## config.mk

```make
export PLATFORM = sky130hd
export DESIGN_NAME = apu_reg_writer
export DESIGN_NICKNAME = d
export VERILOG_FILES = /design/src/rtl/apu_reg_writer.sv
export SDC_FILE = /design/constraint.sdc
export NUM_CORES = 1
export LEC_CHECK = 0
export CAP_MARGIN = 20
export CORE_MARGIN = 2
export CORE_UTILIZATION = 40
export CTS_CLUSTER_SIZE = 8
export DETAILED_ROUTE_END_ITERATION = 8
export HOLD_SLACK_MARGIN = 0.12
export PLACE_DENSITY = 0.67
export RECOVER_POWER = 25
export SYNTH_ARGS = -nofsm -noshare
export SYNTH_HDL_FRONTEND = slang
export SYNTH_SLANG_ARGS = --single-unit
```

## constraint.sdc

```tcl
create_clock -name clk -period 3.2 [get_ports clk]
set_input_delay 0.96 -clock clk [delete_from_list [all_inputs] [get_ports clk]]
set_output_delay 0.96 -clock clk [all_outputs]
set_load 0.05 [all_outputs]
```

## src/rtl/apu_reg_writer.sv

```systemverilog
// apu_reg_writer: parses (address, data) byte pairs from the serial receiver
// and maintains the APU register bank $4000-$400F, $4015 and $4017.
// Writes to the length-reload registers toggle a reg_change bit that
// the channel blocks edge-detect.
module apu_reg_writer #(
  parameter int unsigned TIMEOUT_CYCLES = 65535
) (
  input  logic         clk,
  input  logic         rst_n,
  input  logic [7:0]   rx_data,
  input  logic         rx_valid,
  output logic [127:0] reg_bank,
  output logic [7:0]   reg_4015,
  output logic [7:0]   reg_4017,
  output logic [4:0]   reg_change,
  output logic         wr_strobe,
  output logic [7:0]   err_count
);

  localparam logic [0:0] S_IDLE = 1'b0;
  localparam logic [0:0] S_WAIT = 1'b1;

  logic [0:0]       state_q, state_d;
  logic [4:0]       addr_q, addr_d;
  logic [15:0]      tmo_q, tmo_d;
  logic [15:0][7:0] bank_q, bank_d;
  logic [7:0]       r4015_q, r4015_d;
  logic [7:0]       r4017_q, r4017_d;
  logic [4:0]       chg_q, chg_d;
  logic             strb_q, strb_d;
  logic [7:0]       err_q, err_d;
  logic             err_inc;
  logic [16:0]      tmo_nxt;

  // Frame parser: address latch, write decode, timeout and error accounting.
  // A data byte arriving on the expiry cycle is checked first, so it wins.
  always_comb begin
    state_d = state_q;
    addr_d  = addr_q;
    tmo_d   = tmo_q;
    bank_d  = bank_q;
    r4015_d = r4015_q;
    r4017_d = r4017_q;
    chg_d   = chg_q;
    strb_d  = 1'b0;
    err_inc = 1'b0;
    tmo_nxt = {1'b0, tmo_q} + 17'd1;
    if (state_q == S_IDLE) begin
      if (rx_valid) begin
        if (rx_data[7]) begin
          addr_d  = rx_data[4:0];
          tmo_d   = '0;
          state_d = S_WAIT;
        end else begin
          err_inc = 1'b1;
        end
      end
    end else begin
      if (rx_valid) begin
        state_d = S_IDLE;
        if (!addr_q[4]) begin
          bank_d[addr_q[3:0]] = rx_data;
          strb_d = 1'b1;
          // $4003/$4007/$400B/$400F map to toggle bits 0..3 via addr[3:2]
          if (addr_q[1:0] == 2'b11)
            chg_d[{1'b0, addr_q[3:2]}] = ~chg_q[{1'b0, addr_q[3:2]}];
        end else if (addr_q == 5'h15) begin
          r4015_d = rx_data;
          strb_d  = 1'b1;
        end else if (addr_q == 5'h17) begin
          r4017_d  = rx_data;
          strb_d   = 1'b1;
          chg_d[4] = ~chg_q[4];
        end else begin
          err_inc = 1'b1;
        end
      end else if (TIMEOUT_CYCLES != 0) begin
        if (tmo_nxt == 17'(TIMEOUT_CYCLES)) begin
          state_d = S_IDLE;
          tmo_d   = '0;
          err_inc = 1'b1;
        end else begin
          tmo_d = tmo_nxt[15:0];
        end
      end
    end
    err_d = (err_inc && (err_q != 8'hFF)) ? err_q + 8'd1 : err_q;
  end

  // State and output registers; everything clears on reset, abandoning any frame.
  always_ff @(posedge clk or negedge rst_n) begin
    if (!rst_n) begin
      state_q <= S_IDLE;
      addr_q  <= '0;
      tmo_q   <= '0;
      bank_q  <= '0;
      r4015_q <= '0;
      r4017_q <= '0;
      chg_q   <= '0;
      strb_q  <= 1'b0;
      err_q   <= '0;
    end else begin
      state_q <= state_d;
      addr_q  <= addr_d;
      tmo_q   <= tmo_d;
      bank_q  <= bank_d;
      r4015_q <= r4015_d;
      r4017_q <= r4017_d;
      chg_q   <= chg_d;
      strb_q  <= strb_d;
      err_q   <= err_d;
    end
  end

  assign reg_bank   = bank_q;
  assign reg_4015   = r4015_q;
  assign reg_4017   = r4017_q;
  assign reg_change = chg_q;
  assign wr_strobe  = strb_q;
  assign err_count  = err_q;

endmodule
```

==> results of run 1 <==
## worst min-delay path by stage
stage	startpoint	end	slack (ps)	cells past startpoint
after floorplan	tmo_q[15]$_DFFE_PN0P_	tmo_q[15]$_DFFE_PN0P_	470	1
after global placement	reg_change[4]$_DFFE_PN0P_	reg_change[4]$_DFFE_PN0P_	460	1
after detailed placement	reg_change[4]$_DFFE_PN0P_	reg_change[4]$_DFFE_PN0P_	460	1
after CTS	reg_change[4]$_DFFE_PN0P_	reg_change[4]$_DFFE_PN0P_	470	1
after global routing	reg_change[4]$_DFFE_PN0P_	reg_change[4]$_DFFE_PN0P_	500	1
final	reg_change[4]$_DFFE_PN0P_	reg_change[4]$_DFFE_PN0P_	470	1
## kinds of logic (layout without fill, tap and decap cells)
| group | count (synthesis) | count (layout) | share of synthesized area (%) |
|---|---|---|---|
| adders and majority gates | 4 | 4 | 0.668 |
| AOI/OAI and AO/OA | 54 | 54 | 5.08 |
| DFF | 180 | 180 | 60.1 |
| buffers and inverters | 31 | 232 | 1.97 |
| muxes | 153 | 153 | 23.2 |
| and+or+nand+nor | 105 | 105 | 7.81 |
| xor gates and xnor gates | 10 | 10 | 1.17 |
## worst reg2reg max path, cell delays in order, from the launching register on
cell and delay, ps:
dfrtp_1 470, ha_1 350, nand3_4 150, or4_4 510, a211oi_2 250, o2111ai_2 240, o21ai_4 410, nor2_2 220
mux2_2 310
## power breakdown
part / total (mW) / leakage, nW / switching, mW / internal (mW)
combinational: 4.12 / 1.86 / 2.69 / 1.43
sequential: 3.27 / 2.42 / 0.403 / 2.86
clock: 2.16 / 0.299 / 0.890 / 1.27
## final cells by class
cell class / instances / area [sq um]
Inverter: 5 / 18.8
Fill cell: 1520 / 8350
Multi-Input combinational cell: 326 / 2850
Clock buffer: 20 / 447
Tap cell: 234 / 293
Clock inverter: 12 / 174
Timing Repair Buffer: 195 / 1880
Sequential cell: 180 / 4500
## state kept, by name, indices dropped and copies added, names as in the netlist
signal,flops
reg_bank,128
addr_q,5
state_q,1
err_count,8
reg_change,5
reg_4017,8
wr_strobe,1
reg_4015,8
tmo_q,16
## layer usage
layer  share of wire (%)  wire (microns)
met1                  42            8160
met2                  51            9850
met3                 5.5            1070
met4                 1.5             297
met5                   0               0
## metrics by stage
step                      hold WS, ps  std cells
final                             469        972
after global routing              497        972
after CTS                         473        972
after detailed placement          465        940
after global placement            457        940
after floorplan                   466        537
## synth_stat cells (3+ instances only)
library cell / n / area [sq um]
o21ai_1: 3 / 15.0
nor3_1: 9 / 45.0
o21ai_0: 19 / 95.1
nand2b_1: 3 / 18.8
nand4_1: 5 / 31.3
nor2b_1: 4 / 25.0
ha_1: 4 / 50.1
mux2_2: 150 / 1690
nor2_1: 27 / 101
buf_1: 7 / 26.3
nand3_1: 9 / 45.0
a22o_1: 10 / 87.6
clkbuf_1: 13 / 48.8
a21oi_1: 5 / 25.0
and3_1: 4 / 25.0
nand2_1: 16 / 60.1
dfrtp_1: 180 / 4500
inv_1: 5 / 18.8
xor2_1: 3 / 26.3
nor4b_1: 3 / 26.3
xnor2_1: 7 / 61.3
nand3b_1: 4 / 30.0
buf_6: 3 / 33.8
nor4_1: 3 / 18.8
## timing repair
item,4_1_cts,5_1_grt
hold endpoints to repair,0,0
setup endpoints to repair,0,4
gates resized for setup,0,1
==> impl_metrics.csv, run 1 <==
group,metric,value,unit
yosys,synthArstFlopShare,100,%
placement,portBuffers,168,
clocking,cts.sinks,180,
timing,relSlewSlack,1.80,%
timing,fin_crit,3010,ps
floorplanning,start_util,40.5,%
floorplanning,die_w,141,microns
yosys,synth_cell_type_count,55,
yosys,ys_ff_latch,180,
critical_path,crit_end,"tmo_q[0]$_DFFE_PN0P_",
critical_path,critPathKind,"reg -> reg",
critical_path,reg2reg_slack,190,ps
yosys,seq_area_frac_synth,60.1,%
timing,report.final.setup_viol,0,
detailed_routing,routedWlPerCell,19.9,microns
cells_and_area,nNetsFinal,740,
clocking,path_clk_slew,70,ps
timing,max_freq,332,MHz
critical_path,startpoint,"tmo_q[1]$_DFFE_PN0P_",
timing,worst_pin_slew,1470,ps
yosys,synth_flop_cell,"dfrtp_1",
detailed_routing,drt_pass1_iterations,4,
critical_path,reg2reg_depth,8,
clocking,clk_latency,420,ps
global_routing,grtUsageMet3,5.60,%
worst_hold_path,hold_class,"reg -> reg",
cells_and_area,layout_commonest_cell,"dfrtp_1",
critical_path,start_kind,"register",
status,status,"complete, no violations",
yosys,synth_edf_count,0,
power_and_ir_drop,p_leak,4.58,nW
power_and_ir_drop,power.total,9.54,mW
critical_path,r2r-start,"tmo_q[1]$_DFFE_PN0P_",
detailed_routing,drc,0,
timing,slew_violations,0,
global_routing,grt_pass1_wl,30.7,mm
detailed_routing,drtAntennaViolNets,0,
yosys,netlist_instances,537,
timing,tns,0,ps
placement,dpl_cell_area,9570,sq um
cells_and_area,area_growth,35.7,%
global_routing,grtUsageMet1,25.1,%
critical_path,crit_chain,"ha_1 > nand3_4 > or4_4 > a211oi_2 > o2111ai_2 > o21ai_4 > nor2_2 > mux2_2",
global_routing,grt_usage,20.1,%
critical_path,crit_required,3500,ps
clocking,cts-root-buf,"clkbuf_16",
timing,final_hold_viol_count,0,
clocking,post_cts_buffers,0,
critical_path,critPathSlowestCell,"or4_4",
cells_and_area,final_area,10200,sq um
floorplanning,rows,50,
critical_path,crit_path_max_fanout,15,
critical_path,cp.depth,8,
clocking,postCtsHoldBufs,0,
timing,rsz0062_at_grt,"no",
cells_and_area,drive_above_1_share,30.9,%
global_routing,antenna_found_initial,0,
run,drv_cap,0,
timing,fin_crit_sh,94.2,%
detailed_routing,via_count,5112,
clocking,h-tree-depth,4,
critical_path,r2r_end,"tmo_q[0]$_DFFE_PN0P_",
global_routing,overflow,0,
floorplanning,die_h,141,microns
floorplanning,die-area,19800,sq um
yosys,syn_area,7490,sq um
critical_path,cp_top_family,"compound AO/OA/AOI/OAI gates",
timing,setup_slack,185,ps
critical_path,crit_arrival,3320,ps
yosys,synth_warnings,0,
placement,routabilityCongestion,0.803,
clocking,clockBufferDepth,2,
detailed_routing,routed_wl,19.4,mm
global_routing,gr-max-usage-layer,"met2",
timing,skew,9.28,ps
placement,post-place-ws,108,ps
clocking,cts_tree,"yes",
power_and_ir_drop,irDropWorstVdd,518,uV
floorplanning,core_area,18500,sq um
critical_path,end_kind,"register",
cells_and_area,final_cell_mix,"dfrtp_1, clkdlybuf4s50_1, mux2_2, nor2_1, buf_4",
global_routing,use_met2,34.3,%
global_routing,grt_pass1_vias,5407,
cells_and_area,antennaDiodeCount,0,
global_routing,grt_max_degree,64,
detailed_routing,avgViaCountPerCell,5.26,
detailed_routing,drtIter0Drc,304,
cells_and_area,utilization,54.9,%
yosys,avgSynthCellArea,14.0,sq um
critical_path,max_stage_delay,510,ps
placement,hpwl,13.1,mm
floorplanning,pin_count,169,
yosys,synth_fp_nets,552,
clocking,numCtsBuffers,17,
power_and_ir_drop,power.density,939,nW/um^2
critical_path,critical_path_buf_inv_count,0,
Power figures use the tool's default switching activity.
==> run 2: changes to the inputs <==
CORE_ASPECT_RATIO = 1.4   (was unset)
==> run 2 against run 1 <==
Register-to-register slack improved by 98 ps. Die area about the same. Non-clock buffer count rose by 2. Power shrank 0.37%. Combinational power about the same. Clock power about the same. Fmax increased by 3.4%. Wire length shrank 0.82%. Critical path type unchanged. Critical endpoint is now tmo_q[11]$_DFFE_PN0P_. Largest cell class unchanged. Largest power group unchanged.
==> impl_metrics.csv, run 2 (synthesis gave the netlist of run 1 again) <==
group,metric,value,unit
status,status,"complete, no violations",
critical_path,crit_required,3510,ps
timing,tns,0,ps
global_routing,overflow,0,
placement,dp.cells,952,
timing,max_freq,343,MHz
detailed_routing,via_count,5148,
detailed_routing,drtIter0Drc,273,
timing,fin_crit,2920,ps
cells_and_area,final_cell_mix,"dfrtp_1, clkdlybuf4s50_1, mux2_2, nor2_1, buf_4",
timing,fin_crit_sh,91.1,%
detailed_routing,avgViaCountPerCell,5.23,
critical_path,critPathSlowestCell,"or4_4",
cells_and_area,drive_above_1_share,31.1,%
detailed_routing,drt_pass1_iterations,4,
floorplanning,die_h,166,microns
power_and_ir_drop,power.density,933,nW/um^2
cells_and_area,stdcell_count,984,
floorplanning,pin_count,169,
detailed_routing,routedWlPerCell,19.5,microns
power_and_ir_drop,power.total,9.51,mW
global_routing,grt_max_degree,58,
critical_path,crit_path_max_fanout,9,
critical_path,start_kind,"register",
critical_path,max_stage_delay,510,ps
clocking,numCtsBuffers,17,
timing,slew_violations,0,
cells_and_area,antennaDiodeCount,0,
detailed_routing,drtAntennaViolNets,0,
floorplanning,start_util,40.6,%
timing,report.final.setup_viol,0,
clocking,cts.sinks,180,
cells_and_area,area_growth,36.0,%
global_routing,grt_pass1_vias,5321,
worst_hold_path,hold_class,"reg -> reg",
critical_path,critical_path_buf_inv_count,1,
critical_path,crit_arrival,3230,ps
detailed_routing,routed_wl,19.2,mm
timing,relSlewSlack,1.65,%
clocking,post_cts_buffers,0,
clocking,clockBufferDepth,2,
cells_and_area,layout_commonest_cell,"dfrtp_1",
critical_path,cp_top_family,"compound AO/OA/AOI/OAI gates",
detailed_routing,drc,0,
critical_path,end_kind,"register",
clocking,cts_tree,"yes",
floorplanning,die-area,19900,sq um
timing,rsz0062_at_grt,"no",
clocking,h-tree-depth,4,
timing,skew,9.39,ps
run,drv_cap,0,
cells_and_area,nNetsFinal,742,
global_routing,antenna_found_initial,0,
critical_path,crit_chain,"ha_1 > nand3_4 > or4_4 > a211oi_2 > o2111ai_2 > o21ai_4 > buf_4 > o21ai_0 > a22o_1",
clocking,cts_resized,0,
clocking,clk_latency,430,ps
clocking,path_clk_slew,70,ps
timing,worst_pin_slew,1480,ps
power_and_ir_drop,irDropWorstVdd,461,uV
floorplanning,rows,59,
placement,hpwl,13.5,mm
placement,portBuffers,168,
floorplanning,core_area,18500,sq um
placement,routabilityCongestion,0.837,
critical_path,critPathKind,"reg -> reg",
cells_and_area,largest_reg_flops,128,
global_routing,grt_pass1_wl,30.3,mm
global_routing,grt_usage,19.9,%
clocking,cts-root-buf,"clkbuf_16",
timing,final_hold_viol_count,0,
clocking,postCtsHoldBufs,0,
power_and_ir_drop,p_leak,4.59,nW
floorplanning,die_w,120,microns
==> run 2: cell types whose count changed in the layout (fill, tap and decap cells not counted), moves of 2 or more <==
| cell | previous run | this run |
|---|---|---|
| inv_6 | 1 | 3 |
| clkinv_4 | 4 | 2 |
| inv_8 | 1 | 3 |
| buf_4 | 25 | 27 |
==> run 2: report_power, final <==
part / leakage (nW) / internal, mW / switching [mW]
combinational: 1.87 / 1.43 / 2.68
sequential: 2.42 / 2.86 / 0.409
clock: 0.297 / 1.20 / 0.930
total: 4.59 / 5.50 / 4.01
==> run 2: metal layers <==
layer  share of wire, %  track usage, %
met1                 40            24.1
met2                 52            33.9
met3                4.2            4.40
met4                3.6            9.05
met5                  0               0
==> run 2: area by class of cell <==
class	count	area, sq um
inverter	5	18.8
multi-input combinational	326	2850
clock inverter	13	166
timing repair buffer	197	1910
sequential	180	4500
fill	1563	8260
clock buffer	19	443
tap	244	305
==> run 2: path summary, 6_finish.rpt <==
path                                                 from                        end  slack (ps)  depth (start not counted)
worst max-delay path                 tmo_q[1]$_DFFE_PN0P_      tmo_q[11]$_DFFE_PN0P_         280                          9
worst min-delay path            reg_change[4]$_DFFE_PN0P_  reg_change[4]$_DFFE_PN0P_         480                          1
worst max register to register       tmo_q[1]$_DFFE_PN0P_      tmo_q[11]$_DFFE_PN0P_         280                          9
worst min register to register  reg_change[4]$_DFFE_PN0P_  reg_change[4]$_DFFE_PN0P_         480                          1
max in group asynchronous                           rst_n    reg_4017[1]$_DFFE_PN0P_         770                          2
min in group asynchronous                           rst_n   err_count[7]$_DFFE_PN0P_         890                          1
==> run 2: worst register-to-register path: cells and delay by family, from the launching register on <==
kind                     cells  cell delay, ps
adder cells (fa/ha/maj)      1             340
AND/OR/NAND/NOR              2             660
buffers and inverters        1             200
flip-flops                   1             470
AO/OA/AOI/OAI                5            1140
==> run 2: metrics by stage <==
stage | util [%] | worst slack (ps) | hold slack, ps | area [sq um]
global route | 55.2 | 90.7 | 507 | 10200
detailed placement | 52.0 | 208 | 468 | 9600
finish | 55.2 | 283 | 479 | 10200
floorplan | - | 589 | 466 | 7490
global placement | 52.0 | 226 | 461 | 9600
CTS | 55.3 | 288 | 481 | 10200
==> run 3: changes to the inputs <==
CORE_UTILIZATION = 50   (was 40)
PLACE_DENSITY = 0.8   (was 0.67)
==> run 3 against run 2 <==
The run now ends with capacitance limit, slew limit left. Non-clock buffer count fell by 1. Via count rose by 1.0%. Design area fell by 0.88%. Sequential power barely moved. Combinational power barely moved. Setup slack got worse by 100 ps. Wire length fell by 1.6%. Clock-buffer cell count did not move. Register-to-register slack got worse by 100 ps. Worst hold slack got worse by 6.6 ps. First-iteration DRC count fell by 8.4%.
==> impl_metrics.csv, run 3 (synthesis gave the netlist of run 1 again) <==
group,metric,value,unit
cells_and_area,drive_above_1_share,31.0,%
run,drv_cap,1,
detailed_routing,via_count,5202,
detailed_routing,wl_met1,7.37,mm
timing,max_freq,331,MHz
timing,final_hold_viol_count,0,
critical_path,start_kind,"register",
detailed_routing,drtIter0Drc,250,
cells_and_area,nNetsFinal,741,
global_routing,grt_usage,24.4,%
timing,rsz0062_at_grt,"no",
detailed_routing,wl_met3,1.08,mm
critical_path,r2r_end,"err_count[1]$_DFFE_PN0P_",
floorplanning,rows,52,
floorplanning,pin_count,169,
worst_hold_path,whs_path_depth,1,
cells_and_area,final_cell_mix,"dfrtp_1, clkdlybuf4s50_1, mux2_2, nor2_1, buf_4",
global_routing,grt_pass1_vias,5584,
clocking,h-tree-depth,4,
power_and_ir_drop,p_leak,4.57,nW
detailed_routing,drt_pass1_iterations,6,
clocking,clk_latency,420,ps
timing,worst_pin_slew,1670,ps
timing,fin_crit_sh,94.3,%
status,violations,"capacitance limit, slew limit",
detailed_routing,routedWlPerCell,20.4,microns
cells_and_area,largest_reg_flops,128,
cells_and_area,antennaDiodeCount,0,
placement,hpwl,13.2,mm
floorplanning,core_area,14600,sq um
clocking,path_clk_slew,70,ps
worst_hold_path,hold_class,"reg -> reg",
critical_path,r2r-start,"tmo_q[1]$_DFFE_PN0P_",
critical_path,crit_path_max_fanout,8,
detailed_routing,drtAntennaViolNets,0,
floorplanning,start_util,51.4,%
critical_path,crit_arrival,3320,ps
power_and_ir_drop,power.density,930,nW/um^2
timing,report.final.setup_viol,0,
timing,skew,9.25,ps
floorplanning,die_h,149,microns
timing,fin_crit,3020,ps
placement,post-place-ws,139,ps
detailed_routing,top_layer_used,"met4",
timing,worst_hold_slack,473,ps
cells_and_area,layout_commonest_cell,"dfrtp_1",
critical_path,reg2reg_slack,180,ps
clocking,clockBufferDepth,2,
detailed_routing,avgViaCountPerCell,5.61,
clocking,cts_tree,"yes",
global_routing,grt_pass1_wl,29.9,mm
status,status,"complete, but fails checks",
power_and_ir_drop,power.total,9.39,mW
timing,tns,0,ps
worst_hold_path,hp-start,"reg_change[4]$_DFFE_PN0P_",
worst_hold_path,holdPathEnd,"reg_change[4]$_DFFE_PN0P_",
global_routing,antenna_found_initial,0,
detailed_routing,routed_wl,18.9,mm
global_routing,grt_max_degree,66,
timing,setup_slack,182,ps
power_and_ir_drop,irDropWorstVdd,595,uV
placement,dp.cells,894,
critical_path,end_kind,"register",
placement,portBuffers,168,
critical_path,reg2reg_depth,8,
timing,relSlewSlack,-11.2,%
floorplanning,die-area,16000,sq um
clocking,numCtsBuffers,17,
timing,slew_violations,65,
clocking,cts.sinks,180,
critical_path,critPathKind,"reg -> reg",
critical_path,startpoint,"tmo_q[1]$_DFFE_PN0P_",
cells_and_area,stdcell_count,928,
global_routing,overflow,0,
critical_path,crit_required,3500,ps
clocking,cts-root-buf,"clkbuf_16",
floorplanning,die_w,107,microns
cells_and_area,area_growth,34.8,%
clocking,cts_resized,0,
detailed_routing,drc,0,
detailed_routing,dr_wl_met2,10.1,mm
placement,routabilityCongestion,0.896,
run 3: final cells by class:
type | instances | area, sq um
fillers | 1058 | 4470
well taps | 189 | 236
flip-flops and latches | 180 | 4500
repair buffers | 196 | 1910
clock inverters | 13 | 140
multi-input cells | 326 | 2850
inverters | 5 | 18.8
clock buffers | 19 | 443
run 3: power breakdown:
part	leakage, nW	total [mW]	switching [mW]	internal (mW)
logic	1.87	4.13	2.69	1.44
clock network	0.283	2.01	0.945	1.06
registers	2.42	3.26	0.400	2.86
total	4.57	9.39	4.04	5.36
run 3: repair_timing:
action | CTS | global route
hold buffers | 0 | 0
endpoints found under the setup margin | 0 | 13
setup buffers | 0 | 2
run 3: worst max-delay path by stage:
stage	to	cells after the start
after detailed placement	reg_bank[89]$_DFFE_PN0P_	6
after floorplan	err_count[6]$_DFFE_PN0P_	8
after global placement	reg_bank[92]$_DFFE_PN0P_	6
final	err_count[1]$_DFFE_PN0P_	8
after CTS	tmo_q[0]$_DFFE_PN0P_	8
after global routing	err_count[1]$_DFFE_PN0P_	8
run 3: routing by layer:
| layer | vias up | global-route usage (%) |
|---|---|---|
| met1 | 2703 | 28.4 |
| li1 | 2308 | - |
| met2 | 163 | 43.5 |
| met5 | - | 0 |
| met4 | 0 | 8.01 |
| met3 | 28 | 6.51 |
run 3: per-stage QoR:
stage	cell area, sq um	utilization (%)
after global placement	9510	65.2
final	10100	69.3
after global routing	10100	69.3
after detailed placement	9510	65.2
after floorplan	7490	-
after CTS	10100	69.2
run 3: worst max-delay path: stages, from the launching register on:
cell and delay [ps]:
dfrtp_1 460, ha_1 310, and3_2 290, xnor2_1 140, nor4b_1 520, o2111ai_2 310
nor3_2 460, nor2_2 100, mux2_4 310
